**src/rtl/writeback_arbiter.sv**
```systemverilog
// Writeback arbiter: merges never-stalled load data with ALU results into one
// register-file write per cycle, buffering displaced ALU results in a FIFO.
module writeback_arbiter #(
  parameter int DEPTH = 2
) (
  input  logic        clk,
  input  logic        reset,
  input  logic        alu_valid,
  input  logic [3:0]  alu_rd,
  input  logic [31:0] alu_wd,
  output logic        alu_ready,
  input  logic        mem_valid,
  input  logic [3:0]  mem_rd,
  input  logic [31:0] mem_wd,
  output logic        we3,
  output logic [3:0]  wa3,
  output logic [31:0] wd3,
  output logic        pc_we,
  output logic [31:0] pc_wd,
  output logic [14:0] busy
);

  localparam int PW = $clog2(DEPTH);
  localparam int CW = PW + 1;

  logic [DEPTH-1:0]       vld_q, vld_d;
  logic [DEPTH-1:0][3:0]  rd_q, rd_d;
  logic [DEPTH-1:0][31:0] wd_q, wd_d;
  logic [PW-1:0]          head_q, head_d, tail_q, tail_d;
  logic [CW-1:0]          cnt_q, cnt_d;
  logic                   we3_q, we3_d, pc_we_q, pc_we_d;
  logic [3:0]             wa3_q, wa3_d;
  logic [31:0]            wd3_q, wd3_d, pc_wd_q, pc_wd_d;

  logic        full, alu_acc, pop, push, sel;
  logic [3:0]  sel_rd;
  logic [31:0] sel_wd;

  function automatic logic [PW-1:0] ptr_inc(input logic [PW-1:0] p);
    return (p == PW'(DEPTH - 1)) ? '0 : p + PW'(1);
  endfunction

  always_comb begin
    vld_d   = vld_q;
    rd_d    = rd_q;
    wd_d    = wd_q;
    head_d  = head_q;
    tail_d  = tail_q;
    we3_d   = 1'b0;
    pc_we_d = 1'b0;
    wa3_d   = wa3_q;
    wd3_d   = wd3_q;
    pc_wd_d = pc_wd_q;
    pop     = 1'b0;
    push    = 1'b0;
    sel     = 1'b0;
    sel_rd  = '0;
    sel_wd  = '0;

    full      = (cnt_q == CW'(DEPTH));
    alu_ready = !full;
    alu_acc   = alu_valid && !full;

    // Squashed entries stay in the FIFO as holes and are retired at the head
    // without a write; a hole at the head is dropped for free under a load.
    if (mem_valid) begin
      sel    = 1'b1;
      sel_rd = mem_rd;
      sel_wd = mem_wd;
      pop    = (cnt_q != '0) && !vld_q[head_q];
      push   = alu_acc;
    end else if (cnt_q != '0) begin
      pop    = 1'b1;
      sel    = vld_q[head_q];
      sel_rd = rd_q[head_q];
      sel_wd = wd_q[head_q];
      push   = alu_acc;
    end else begin
      sel    = alu_acc;
      sel_rd = alu_rd;
      sel_wd = alu_wd;
    end

    if (mem_valid) begin
      for (int unsigned i = 0; i < DEPTH; i++) begin
        if (rd_q[i] == mem_rd) vld_d[i] = 1'b0;
      end
    end

    if (pop) begin
      vld_d[head_q] = 1'b0;
      head_d        = ptr_inc(head_q);
    end
    if (push) begin
      vld_d[tail_q] = 1'b1;
      rd_d[tail_q]  = alu_rd;
      wd_d[tail_q]  = alu_wd;
      tail_d        = ptr_inc(tail_q);
    end
    cnt_d = cnt_q + CW'(push) - CW'(pop);

    if (sel) begin
      if (sel_rd == 4'hF) begin
        pc_we_d = 1'b1;
        pc_wd_d = sel_wd;
      end else begin
        we3_d = 1'b1;
        wa3_d = sel_rd;
        wd3_d = sel_wd;
      end
    end

    busy = '0;
    for (int unsigned n = 0; n < 15; n++) begin
      for (int unsigned i = 0; i < DEPTH; i++) begin
        if (vld_q[i] && (rd_q[i] == 4'(n))) busy[n] = 1'b1;
      end
    end
  end

  always_ff @(posedge clk or posedge reset) begin
    if (reset) begin
      vld_q   <= '0;
      rd_q    <= '0;
      wd_q    <= '0;
      head_q  <= '0;
      tail_q  <= '0;
      cnt_q   <= '0;
      we3_q   <= 1'b0;
      wa3_q   <= '0;
      wd3_q   <= '0;
      pc_we_q <= 1'b0;
      pc_wd_q <= '0;
    end else begin
      vld_q   <= vld_d;
      rd_q    <= rd_d;
      wd_q    <= wd_d;
      head_q  <= head_d;
      tail_q  <= tail_d;
      cnt_q   <= cnt_d;
      we3_q   <= we3_d;
      wa3_q   <= wa3_d;
      wd3_q   <= wd3_d;
      pc_we_q <= pc_we_d;
      pc_wd_q <= pc_wd_d;
    end
  end

  assign we3   = we3_q;
  assign wa3   = wa3_q;
  assign wd3   = wd3_q;
  assign pc_we = pc_we_q;
  assign pc_wd = pc_wd_q;

endmodule
```
**config.mk**
```make
export PLATFORM = sky130hd
export DESIGN_NAME = writeback_arbiter
export DESIGN_NICKNAME = d
export VERILOG_FILES = /design/src/rtl/writeback_arbiter.sv
export SDC_FILE = /design/constraint.sdc
export NUM_CORES = 1
export LEC_CHECK = 0
export ABC_AREA = 1
export CORE_UTILIZATION = 45
export CTS_CLUSTER_SIZE = 24
export DETAILED_ROUTE_END_ITERATION = 16
export GPL_TIMING_DRIVEN = 1
export PLACE_DENSITY = 0.73
export SLEW_MARGIN = 20
export SYNTH_ARGS = -nofsm -noshare
export SYNTH_HDL_FRONTEND = slang
export SYNTH_SLANG_ARGS = --single-unit
```
**constraint.sdc**
```tcl
create_clock -name clk -period 8.3 [get_ports clk]
set_input_delay 1.66 -clock clk [delete_from_list [all_inputs] [get_ports clk]]
set_output_delay 1.66 -clock clk [all_outputs]
set_load 0.01 [all_outputs]
```
**Word-level counts from Yosys, hierarchy flattened**

Index checks and enable logic that the tools add are counted.

- Reduce and logical (&&, ||, !) cells: 41
- Multiplexer cells: 67
- $mul: 0
- Bitwise operators: 4
- Equal/unequal tests: 32
- Order comparisons: 4
- Div/mod/pow operators: 0
- Shift operators: 0
- Add/sub/neg operators: 4

Operators with widths:

| kind | count |
|---|---|
| 32-bit two-way mux | 5 |
| 64-bit bitwise mux | 1 |
| 4-bit == test, second input constant | 15 |
| 1-bit two-way mux | 48 |
| 1-bit logical AND | 34 |
| 32-bit demux with 1-bit select | 1 |
| 4-bit by 3-bit == test with 1-bit output, second input constant | 8 |
| 4-bit two-way mux | 5 |
| 4-bit by 2-bit == test with 1-bit output, second input constant | 4 |
| 8-bit bitwise mux | 1 |
| 4-bit by 1-bit == test with 1-bit output, second input constant | 2 |
| 4-bit == test | 2 |
| 4-bit zero test | 2 |
| 2-bit two-way mux | 3 |
| 4-bit demux with 1-bit select | 1 |
| 1-bit by 2-bit < comparator with 1-bit output, second input constant | 2 |
| 2-bit AND reduction | 2 |
| 1-bit adder, second input constant | 2 |
| 2-bit by 1-bit adder with 2-bit output | 1 |
| 2-bit AND | 1 |
| 1-bit demux with 1-bit select | 2 |
| 2-bit == test, second input constant | 1 |
| 1-bit greater-or-equal comparator, second input constant | 2 |
| 1-bit zero test | 2 |
| other kinds (5) | 5 |

- Word-level logic and storage cells: 165
- Bits of input ports: 76
- Bits in registers: 148
- RAM bits: 0
- ROM bits: 0
- Output and inout bits: 86
- Memories: 0
- Latch bits: 0

**Depth between registers and ports, before layout**

Gate-level depths: netlist of run 1.

- Depth in word-level cells: 9
- Mapped depth: 12
- Mapped depth without buffers: 10

**Least setup slack after synthesis of run 1**

OpenSTA, ideal clock, no wires.

- Path type: input-to-reg
- Start: input mem_valid
- End: register vld_q[1]
- Library setup time: 0.130 ns
- Arrival: 2.742 ns
- Path buffers: 3
- Path slack: 5.428 ns
- Stages on the path: 8
- Data required time: 8.170 ns
- Cell sequence: buf_2 > buf_4 > clkinv_1 > clkbuf_1 > a211oi_1 > nand3_1 > nand2_1 > nand2_1

- Word-level cells in the longest chain between the ends: 5
- Elaborated cells between the ends (all ways): 7
- Those cells by class: 5 x mux; 2 x bitwise

RTL lines:

| what | RTL line | text |
|---|---|---|
| start, declared | 12 | `input logic mem_valid,` |
| 2-bit two-way mux | 84 | `if (mem_valid) begin` |
| 2-bit AND (no source line) | -- |  |
| 2-bit two-way mux | 90 | `if (pop) begin` |
| 2-bit OR (no source line) | -- |  |
| 2-bit two-way mux * | 94 | `if (push) begin` |
| net vld_d[1] | 26 | `logic [DEPTH-1:0] vld_q, vld_d;` |
| end signal, assigned | 135 | `vld_q <= vld_d;` |
| end, declared | 26 |  |

Mark *: on every way through the listed nets, which the timed path passes. The rest lies on a longest branch.
A chain may end at the register's enable or synchronous reset.

**Final worst setup path of run 1**

- Start: register cnt_q[1]
- End: register pc_wd_q[25] (netlist: pc_wd[25])

- Word-level cells in the longest chain between the ends: 6
- Elaborated cells between the ends (all ways): 12
- Those cells by class: 2 x eq/ne; 6 x mux; 4 x reduce/logical

RTL lines:

| what | RTL line | text |
|---|---|---|
| start, declared | 30 | `logic [CW-1:0] cnt_q, cnt_d;` |
| start signal, assigned | 140 | `cnt_q <= cnt_d;` |
| 2-bit == test | 60 | `full = (cnt_q == CW'(DEPTH));` |
| 1-bit zero test | 62 | `alu_acc = alu_valid && !full;` |
| 1-bit logical AND | 62 |  |
| 1-bit two-way mux | 72 | `end else if (cnt_q != '0) begin` |
| 1-bit two-way mux | 66 | `if (mem_valid) begin` |
| 2-bit AND reduction (no source line) | -- |  |
| end signal, assigned | 145 | `pc_wd_q <= pc_wd_d;` |
| end, declared | 33 | `logic [31:0] wd3_q, wd3_d, pc_wd_q, pc_wd_d;` |

Parallel ways exist; a longest one is shown, timed or not.

==> results of run 1 <==
-- power breakdown --
group,switching [mW],internal [mW]
Combinational,0.938,0.720
Clock,0.293,0.474
Sequential,0.231,1.07
Total,1.46,2.26
-- critical path: cells and delay by family, from the launching register on --
kind | cells | cell delay [ns]
buffers and inverters | 1 | 0.61
flip-flops | 1 | 0.43
AND/OR/NAND/NOR | 9 | 3.04
-- worst min-delay path by stage --
stage                              start              endpoint  cells past startpoint
floorplan           wd_q[26]$_DFFE_PP0P_  wd_q[26]$_DFFE_PP0P_                      2
global placement    wd_q[30]$_DFFE_PP0P_  wd_q[30]$_DFFE_PP0P_                      2
detailed placement  wd_q[31]$_DFFE_PP0P_  wd_q[31]$_DFFE_PP0P_                      2
CTS                 wd_q[26]$_DFFE_PP0P_  wd_q[26]$_DFFE_PP0P_                      2
global route          wd3[5]$_DFFE_PP0P_    wd3[5]$_DFFE_PP0P_                      2
finish              wd_q[30]$_DFFE_PP0P_  wd_q[30]$_DFFE_PP0P_                      2
-- logic make-up (layout without fill, tap and decap cells) --
| kind of cell | after synthesis | in the layout | synth area share |
|---|---|---|---|
| adders and majority gates | 2 | 2 | 0.00346 |
| and+or+nand+nor | 478 | 478 | 0.267 |
| AOI/OAI and AO/OA | 166 | 166 | 0.134 |
| buffers and inverters | 124 | 266 | 0.0774 |
| DFF | 148 | 148 | 0.513 |
| xor gates and xnor gates | 5 | 5 | 0.00606 |
-- cell type report --
cell class,count,area [sq um],share of cell area
Sequential cell,148,3700,0.390
Multi-Input combinational cell,651,2980,0.314
Timing Repair Buffer,168,1700,0.179
Clock buffer,24,492,0.0518
Tap cell,211,264,0.0278
Inverter,66,253,0.0266
Clock inverter,8,98.8,0.0104
-- synth_stat cells, drive strengths merged --
cell / n / area, sq um
nand2: 356 / 1350
clkbuf: 22 / 82.6
o21ai: 42 / 221
o32ai: 1 / 8.76
buf: 36 / 229
nor2: 42 / 168
a211oi: 1 / 7.51
o22ai: 16 / 100
nand3: 80 / 410
clkinv: 2 / 7.51
xnor2: 5 / 43.8
inv: 64 / 240
o211ai: 34 / 260
ha: 2 / 25.0
o2111ai: 1 / 8.76
dfrtp: 148 / 3700
a21oi: 71 / 359
-- state kept, by name (all words and copies together) (netlist names) --
| signal | cells |
|---|---|
| cnt_q | 2 |
| head_q | 1 |
| pc_wd | 32 |
| pc_we | 1 |
| rd_q | 8 |
| tail_q | 1 |
| vld_q | 2 |
| wa3 | 4 |
| wd3 | 32 |
| wd_q | 64 |
| we3 | 1 |
-- per-layer routing --
metal / up-vias / part of all wire / GRT usage
met1: 3200 / 0.44 / 0.341
met4: 0 / 0.019 / 0.0865
met2: 288 / 0.46 / 0.413
li1: 3249 / - / -
met5: - / 0 / 0
met3: 32 / 0.081 / 0.0578
==> flow_metrics.py, run 1 <==
metrics = {
    "die": {
        "core-area_sq_mm": 0.0154,
        "die_h_um": 129,
        "ioPinCount": 162,
        "dieArea_sq_mm": 0.0166,
        "std_cell_rows": 45,
        "start_util": 0.468,
        "fp.dieW_um": 129,
    },
    "drt": {
        "viasPerCell": 5.30,
        "drt_pass1_iterations": 5,
        "dr.first_iter.drc_count": 550,
        "drc": 0,
        "vias": 6769,
        "ant_nets": 0,
        "wl_per_cell_um": 15.9,
        "routed_wl_mm": 20.2,
    },
    "setup_path": {
        "crit_type": "reg -> reg",
        "r2r_start": "cnt_q[1]$_DFF_PP0_",
        "rr_worst_depth": 10,
        "cp_common_cell": "nand2_1",
        "crit_start": "cnt_q[1]$_DFF_PP0_",
        "cpPeakStageDelay_ns": 0.82,
        "path_max_fanout": 38,
        "cp-start-kind": "flop",
        "crit_path_end": "pc_wd[25]$_DFFE_PP0P_",
        "worstPathArrival_ns": 4.54,
        "cp_data_required_time_ns": 8.60,
        "r2r_slack_ns": 4.06,
        "cp_cell_sequence": "nor2_4, inv_2, nand3_1, nand2_1, nand2_1, nand2_2, nor2_4, nand2_2, nand2_1, nand2_1",
        "crit_slowest_cell": "nor2_4",
        "end_kind": "flop",
        "r2r-end": "pc_wd[25]$_DFFE_PP0P_",
    },
    "sta": {
        "rsz0062_at_grt": "no",
        "hold_violations": 0,
        "setup_slack_ns": 4.06,
        "slew_headroom": 0.313,
        "period_share": 0.511,
        "holdWs_ns": 0.469,
        "maxSlewViolCount": 0,
        "min_period_ns": 4.24,
        "worst_pin_slew_ns": 1.03,
        "max_freq_ghz": 0.236,
        "setup_viol": 0,
        "tns_ns": 0,
        "clock_skew_ns": 0.00771,
    },
    "yosys": {
        "synthesis.area_sq_mm": 0.00722,
        "netlist_instances": 923,
        "ys_seq_elements": 148,
        "avgSynthCellArea_sq_um": 7.83,
        "ys_types": 29,
        "yosys_warnings": 0,
        "ys_seq_area_frac": 0.513,
        "syn_nets": 1001,
    },
    "place": {
        "pre_cts_slack_ns": 3.41,
        "gp_congestion": 0.864,
        "dp_cells": 1242,
        "dp_hpwl_mm": 13.0,
        "placed_area_sq_mm": 0.00885,
        "portBuffers": 161,
    },
    "clock_network": {
        "clk-insertion-delay-late_ns": 0.42,
        "clock_sinks": 148,
        "postCtsSetupBuffers": 0,
        "clock_path_buffers": 2,
        "h-tree-depth": 4,
        "cts_tree": "done",
        "post_cts_resized": 0,
        "cts_root_buf": "clkbuf_16",
        "holdBufCountCts": 0,
        "numCtsBuffers": 17,
        "cts.clk_slew.worst_paths_ns": 0.06,
    },
    "final_layout": {
        "n_antenna_cell": 0,
        "finalNonFillerCells": 1276,
        "final_cell_area_sq_mm": 0.00949,
        "layout_common_cells": "nand2_1 (351), clkdlybuf4s50_1 (160), dfrtp_1 (148)",
        "nets": 1130,
        "final_core_util": 0.615,
        "final_layout_size_suffix_gt1_frac": 0.0507,
        "area.growth.synth_to_final_pct": 31.4,
        "final_common_cell": "nand2_1",
        "fillerInstances": 1437,
    },
    "global_route": {
        "gr-total-overflow": 0,
        "grt_pass1_wl_mm": 32.5,
        "grt_pass1_vias": 6365,
        "grt_max_degree": 85,
        "grtUsageTotal": 0.256,
        "antenna_found_initial": 0,
    },
    "run_status": {
        "outcome": "completed",
    },
    "power": {
        "ir_worst_vdd_v": 0.000187,
        "pwr_density_cell_mw_per_mm2": 393,
        "leakagePower_nw": 4.51,
        "total_power_mw": 3.73,
    },
    "worst_hold_path": {
        "hold_class": "reg -> reg",
    },
    "job": {
        "drv_cap": 0,
    },
}
Power figures use the tool's default switching activity.
==> run 2: changes to the inputs <==
==> constraint.sdc (replaced) <==
create_clock -name clk -period 4.22 [get_ports clk]
set_input_delay 0.844 -clock clk [delete_from_list [all_inputs] [get_ports clk]]
set_output_delay 0.844 -clock clk [all_outputs]
set_load 0.01 [all_outputs]
==> run 2 against run 1 <==
First-iteration DRC count grew 8.9%. Clock skew grew 0.010 ns. Non-clock buffer count grew 7. Count of clock-buffer cells in the layout shrank 1. Die area is the same. Sequential cell count is the same. Final cell count grew 0.55%. Worst hold slack lost 0.0023 ns. Sequential power grew 95%. Total power grew 95%. Critical path depth shrank 3.
==> flow_metrics.py, run 2 (synthesis gave the netlist of run 1 again) <==
metrics = {
    "run_status": {
        "outcome": "completed",
    },
    "global_route": {
        "gr-total-overflow": 0,
        "grt_pass1_vias": 6362,
        "grt_pass1_wl_mm": 32.9,
        "grtUsageTotal": 0.261,
        "grt_max_degree": 66,
        "antenna_found_initial": 0,
    },
    "final_layout": {
        "n_antenna_cell": 0,
        "area.growth.synth_to_final_pct": 31.5,
        "layout_common_cells": "nand2_1 (351), clkdlybuf4s50_1 (160), dfrtp_1 (148)",
        "final_common_cell": "nand2_1",
        "largest-register": "wd_q",
        "finalNonFillerCells": 1283,
        "largest_register_ffs": 64,
        "nets": 1137,
        "fillerInstances": 1435,
        "final_layout_size_suffix_gt1_frac": 0.0569,
    },
    "sta": {
        "setup_viol": 0,
        "clock_skew_ns": 0.0181,
        "max_freq_ghz": 0.324,
        "tns_ns": 0,
        "rsz0062_at_grt": "no",
        "min_period_ns": 3.08,
        "hold_violations": 0,
        "period_share": 0.731,
        "worst_pin_slew_ns": 0.957,
        "slew_headroom": 0.358,
        "maxSlewViolCount": 0,
    },
    "setup_path": {
        "end_kind": "flop",
        "path_max_fanout": 33,
        "worstPathArrival_ns": 3.38,
        "cp_common_cell": "nand2_1",
        "crit_slowest_cell": "nand2_2",
        "cp_cell_sequence": "buf_2, buf_4, clkinv_1, nand3_2, nand2_2, nand2_1, nand2_1",
        "cpPeakStageDelay_ns": 0.51,
        "cp_data_required_time_ns": 4.52,
        "crit_family": "buffers and inverters",
        "critical_path_buf_inv_count": 3,
        "cp-start-kind": "input pin",
        "crit_type": "in -> reg",
    },
    "place": {
        "dp_cells": 1250,
        "portBuffers": 161,
        "dp_hpwl_mm": 13.4,
        "gp_congestion": 0.880,
    },
    "die": {
        "dieArea_sq_mm": 0.0166,
        "std_cell_rows": 45,
        "die_h_um": 129,
        "core-area_sq_mm": 0.0154,
        "start_util": 0.468,
        "ioPinCount": 162,
        "fp.dieW_um": 129,
    },
    "clock_network": {
        "h-tree-depth": 4,
        "post_cts_resized": 0,
        "clock_sinks": 148,
        "cts.clk_slew.worst_paths_ns": 0.06,
        "numCtsBuffers": 17,
        "holdBufCountCts": 0,
        "cts_tree": "done",
        "postCtsSetupBuffers": 0,
        "clk-insertion-delay-late_ns": 0.43,
        "clock_path_buffers": 2,
        "cts_root_buf": "clkbuf_16",
    },
    "drt": {
        "drt_pass1_iterations": 5,
        "viasPerCell": 5.34,
        "wl_per_cell_um": 16.2,
        "dr.first_iter.drc_count": 599,
        "ant_nets": 0,
        "vias": 6855,
        "routed_wl_mm": 20.8,
        "drc": 0,
    },
    "worst_hold_path": {
        "hold_class": "reg -> reg",
    },
    "job": {
        "drv_cap": 0,
    },
    "power": {
        "pwr_density_cell_mw_per_mm2": 766,
        "ir_worst_vdd_v": 0.000388,
        "leakagePower_nw": 4.53,
    },
}
-- run 2: worst register-to-register path, delay by kind of cell (launching register included) --
kind | cells | cell delay [ns]
AOI/OAI and AO/OA | 1 | 0.19
buffers and inverters | 2 | 0.84
DFF | 1 | 0.78
and+or+nand+nor | 5 | 1.09
-- run 2: worst paths after layout --
check | start | end | slack (ns) | cells past startpoint
worst max-delay path | mem_valid | pc_wd[30]$_DFFE_PP0P_ | 1.14 | 7
worst min-delay path | wd3[15]$_DFFE_PP0P_ | wd3[15]$_DFFE_PP0P_ | 0.47 | 2
worst max register to register | head_q$_DFFE_PP0P_ | pc_wd[30]$_DFFE_PP0P_ | 1.20 | 8
worst min register to register | wd3[15]$_DFFE_PP0P_ | wd3[15]$_DFFE_PP0P_ | 0.47 | 2
max in group asynchronous | reset | wd3[1]$_DFFE_PP0P_ | 2.53 | 3
min in group asynchronous | reset | wd3[13]$_DFFE_PP0P_ | 0.87 | 2
-- run 2: through the flow --
stage	setup slack (ns)	utilization	instance area [sq um]	power, mW	hold WS, ns
finish	1.14	0.616	9500	7.28	0.467
global route	1.02	0.616	9500	7.82	0.483
CTS	1.19	0.614	9470	7.28	0.472
detailed placement	0.759	0.578	8920	5.83	0.458
global placement	0.899	0.578	8920	5.74	0.453
floorplan	1.52	-	7230	4.51	0.442
-- run 2: power breakdown --
group	total, mW	leakage (nW)	switching (mW)	internal, mW
registers	2.54	1.83	0.432	2.11
clock network	1.43	0.281	0.579	0.854
logic	3.31	2.43	1.88	1.43
total	7.28	4.53	2.89	4.39
-- run 2: layout make-up --
| type | count | area, sq um | share of cell area |
|---|---|---|---|
| clock inverter | 9 | 77.6 | 0.00817 |
| clock buffer | 23 | 478 | 0.0503 |
| tap | 211 | 264 | 0.0278 |
| sequential | 148 | 3700 | 0.390 |
| timing repair buffer | 175 | 1740 | 0.184 |
| inverter | 66 | 251 | 0.0265 |
| multi-input combinational | 651 | 2980 | 0.314 |
-- run 2: per-layer routing --
layer | global-route usage | wire length, um
met2 | 0.423 | 9900
met1 | 0.354 | 9100
met5 | 0 | 0
met4 | 0.0879 | 269
met3 | 0.0474 | 1480
==> run 3: changes to the inputs <==
--- a/config.mk
+++ b/config.mk
@@ -10,7 +10,7 @@
 export CTS_CLUSTER_SIZE = 24
 export DETAILED_ROUTE_END_ITERATION = 16
 export GPL_TIMING_DRIVEN = 1
-export PLACE_DENSITY = 0.73
+export PLACE_DENSITY = 0.75
 export SLEW_MARGIN = 20
 export SYNTH_ARGS = -nofsm -noshare
 export SYNTH_HDL_FRONTEND = slang
==> constraint.sdc (replaced) <==
create_clock -name clk -period 2.5 [get_ports clk]
set_input_delay 0.5 -clock clk [delete_from_list [all_inputs] [get_ports clk]]
set_output_delay 0.5 -clock clk [all_outputs]
set_load 0.01 [all_outputs]
==> run 3 against run 2 <==
Global-route usage down 0.58 points. Count of clock-buffer cells in the layout down 2. Largest power group unchanged. Largest cell class unchanged. Critical endpoint is now busy[9]. Via count down 0.34%. Highest routed layer unchanged.
==> flow_metrics.py, run 3 (synthesis gave the netlist of run 1 again) <==
metrics = {
    "drt": {
        "vias": 6832,
        "wl_per_cell_um": 15.8,
        "dr_wl_met2_mm": 9.29,
        "dr.first_iter.drc_count": 587,
        "met3_length_mm": 1.58,
        "viasPerCell": 5.29,
        "wl_met1_mm": 9.14,
        "drt_pass1_iterations": 5,
        "routed_wl_mm": 20.4,
        "ant_nets": 0,
        "highest_layer": "met4",
        "drc": 0,
    },
    "power": {
        "total_power_mw": 12.4,
        "clkPwrFrac": 0.196,
        "intPower_mw": 7.52,
        "p_sw_frac": 0.394,
        "ir_worst_vdd_v": 0.000603,
        "power_frac_seq": 0.343,
        "pwr_density_cell_mw_per_mm2": 1290,
        "switchingPower_mw": 4.89,
        "leakagePower_nw": 4.59,
        "pwr-share-comb": 0.461,
    },
    "global_route": {
        "grt_max_degree": 58,
        "antenna_found_initial": 0,
        "grtUsageTotal": 0.255,
        "grt_pass1_vias": 6385,
        "gr-total-overflow": 0,
        "grt_pass1_wl_mm": 32.4,
    },
    "sta": {
        "slew_headroom": 0.634,
        "worst_pin_slew_ns": 0.549,
        "hold_violations": 0,
        "min_period_ns": 2.41,
        "rsz0062_at_grt": "no",
        "max_freq_ghz": 0.414,
        "period_share": 0.966,
        "tns_ns": 0,
        "setup_viol": 0,
        "maxSlewViolCount": 0,
        "clock_skew_ns": 0.00511,
    },
    "place": {
        "gp_congestion": 0.890,
        "portBuffers": 161,
        "dp_hpwl_mm": 13.6,
    },
    "die": {
        "fp.dieW_um": 129,
        "std_cell_rows": 45,
        "start_util": 0.468,
        "dieArea_sq_mm": 0.0166,
        "ioPinCount": 162,
        "core-area_sq_mm": 0.0154,
        "die_h_um": 129,
    },
    "setup_path": {
        "cp-start-kind": "flop",
        "path_max_fanout": 5,
        "worstPathArrival_ns": 1.91,
        "end_kind": "output pin",
        "cp_data_required_time_ns": 2.00,
        "crit_type": "reg -> out",
        "r2r_slack_ns": 0.39,
    },
    "final_layout": {
        "n_antenna_cell": 0,
        "largest_register_ffs": 64,
        "final_layout_size_suffix_gt1_frac": 0.0685,
        "nets": 1147,
        "layout_common_cells": "nand2_1 (351), clkdlybuf4s50_1 (159), dfrtp_1 (144)",
        "final_common_cell": "nand2_1",
        "area.growth.synth_to_final_pct": 33.1,
        "largest-register": "wd_q",
    },
    "clock_network": {
        "holdBufCountCts": 0,
        "cts_tree": "done",
        "clock_sinks": 148,
        "h-tree-depth": 4,
        "postCtsSetupBuffers": 0,
        "clock_path_buffers": 2,
        "cts.clk_slew.worst_paths_ns": 0.06,
        "clk-insertion-delay-late_ns": 0.41,
        "numCtsBuffers": 17,
        "cts_root_buf": "clkbuf_16",
    },
    "run_status": {
        "outcome": "completed",
    },
    "job": {
        "drv_cap": 0,
    },
    "worst_hold_path": {
        "hold_class": "in -> async",
    },
}
-- run 3: path summary, 6_finish.rpt --
kind / cells after the start / to / start
worst max-delay path: 4 / busy[9] / rd_q[6]$_DFFE_PP0P_
worst min-delay path: 2 / pc_wd[15]$_DFFE_PP0P_ / reset
worst max register to register: 11 / wa3[2]$_DFFE_PP0P_ / cnt_q[1]$_DFF_PP0_
worst min register to register: 2 / wd3[8]$_DFFE_PP0P_ / wd3[8]$_DFFE_PP0P_
max in group asynchronous: 3 / rd_q[6]$_DFFE_PP0P_ / reset
min in group clk: 2 / wd3[8]$_DFFE_PP0P_ / wd3[8]$_DFFE_PP0P_
-- run 3: worst max-delay path, cell delays in order (launching register included) --
cell,delay [ns]
dfrtp_1,0.41
inv_1,0.15
nand3_1,0.18
o22ai_1,0.20
clkdlybuf4s50_1,0.56
-- run 3: what timing repair did --
action                     4_1_cts  5_1_grt
gates cloned                     0        0
gates resized for setup          1        5
pin swaps                        0        0
setup endpoints to repair        1        9
-- run 3: cell type report --
class                      instances  area [sq um]
timing repair buffer             185          1850
fill                            1361          5810
tap                              211           264
sequential                       148          3710
multi-input combinational        651          2980
inverter                          66           251
clock inverter                     9           108
clock buffer                      21           450
-- run 3: per-stage QoR --
| stage | setup WS (ns) | utilization | hold slack (ns) | cell area [sq um] | std cells |
|---|---|---|---|---|---|
| after CTS | 0.0212 | 0.623 | 0.345 | 9610 | 1291 |
| after floorplan | 0.139 | - | 0.442 | 7230 | 923 |
| after global routing | 0.00237 | 0.623 | 0.355 | 9620 | 1291 |
| final | 0.0854 | 0.623 | 0.358 | 9620 | 1291 |
| after global placement | 0.285 | 0.587 | 0.453 | 9050 | 1261 |
| after detailed placement | 0.221 | 0.587 | 0.458 | 9050 | 1261 |
-- run 3: metal layers --
metal  vias to the layer above  GRT usage
li1                       3278          -
met1                      3229      0.353
met2                       291      0.403
met3                        34     0.0486
met4                         0     0.0879
met5                         -          0
-- run 3: power by group through the flow --
stage | sequential, mW | clock (mW) | combinational, mW
floorplan | 4.36 | 0 | 3.25
global placement | 4.23 | 0 | 5.58
detailed placement | 4.26 | 0 | 5.69
CTS | 4.24 | 2.48 | 5.72
global route | 4.38 | 2.58 | 6.35
finish | 4.25 | 2.44 | 5.72
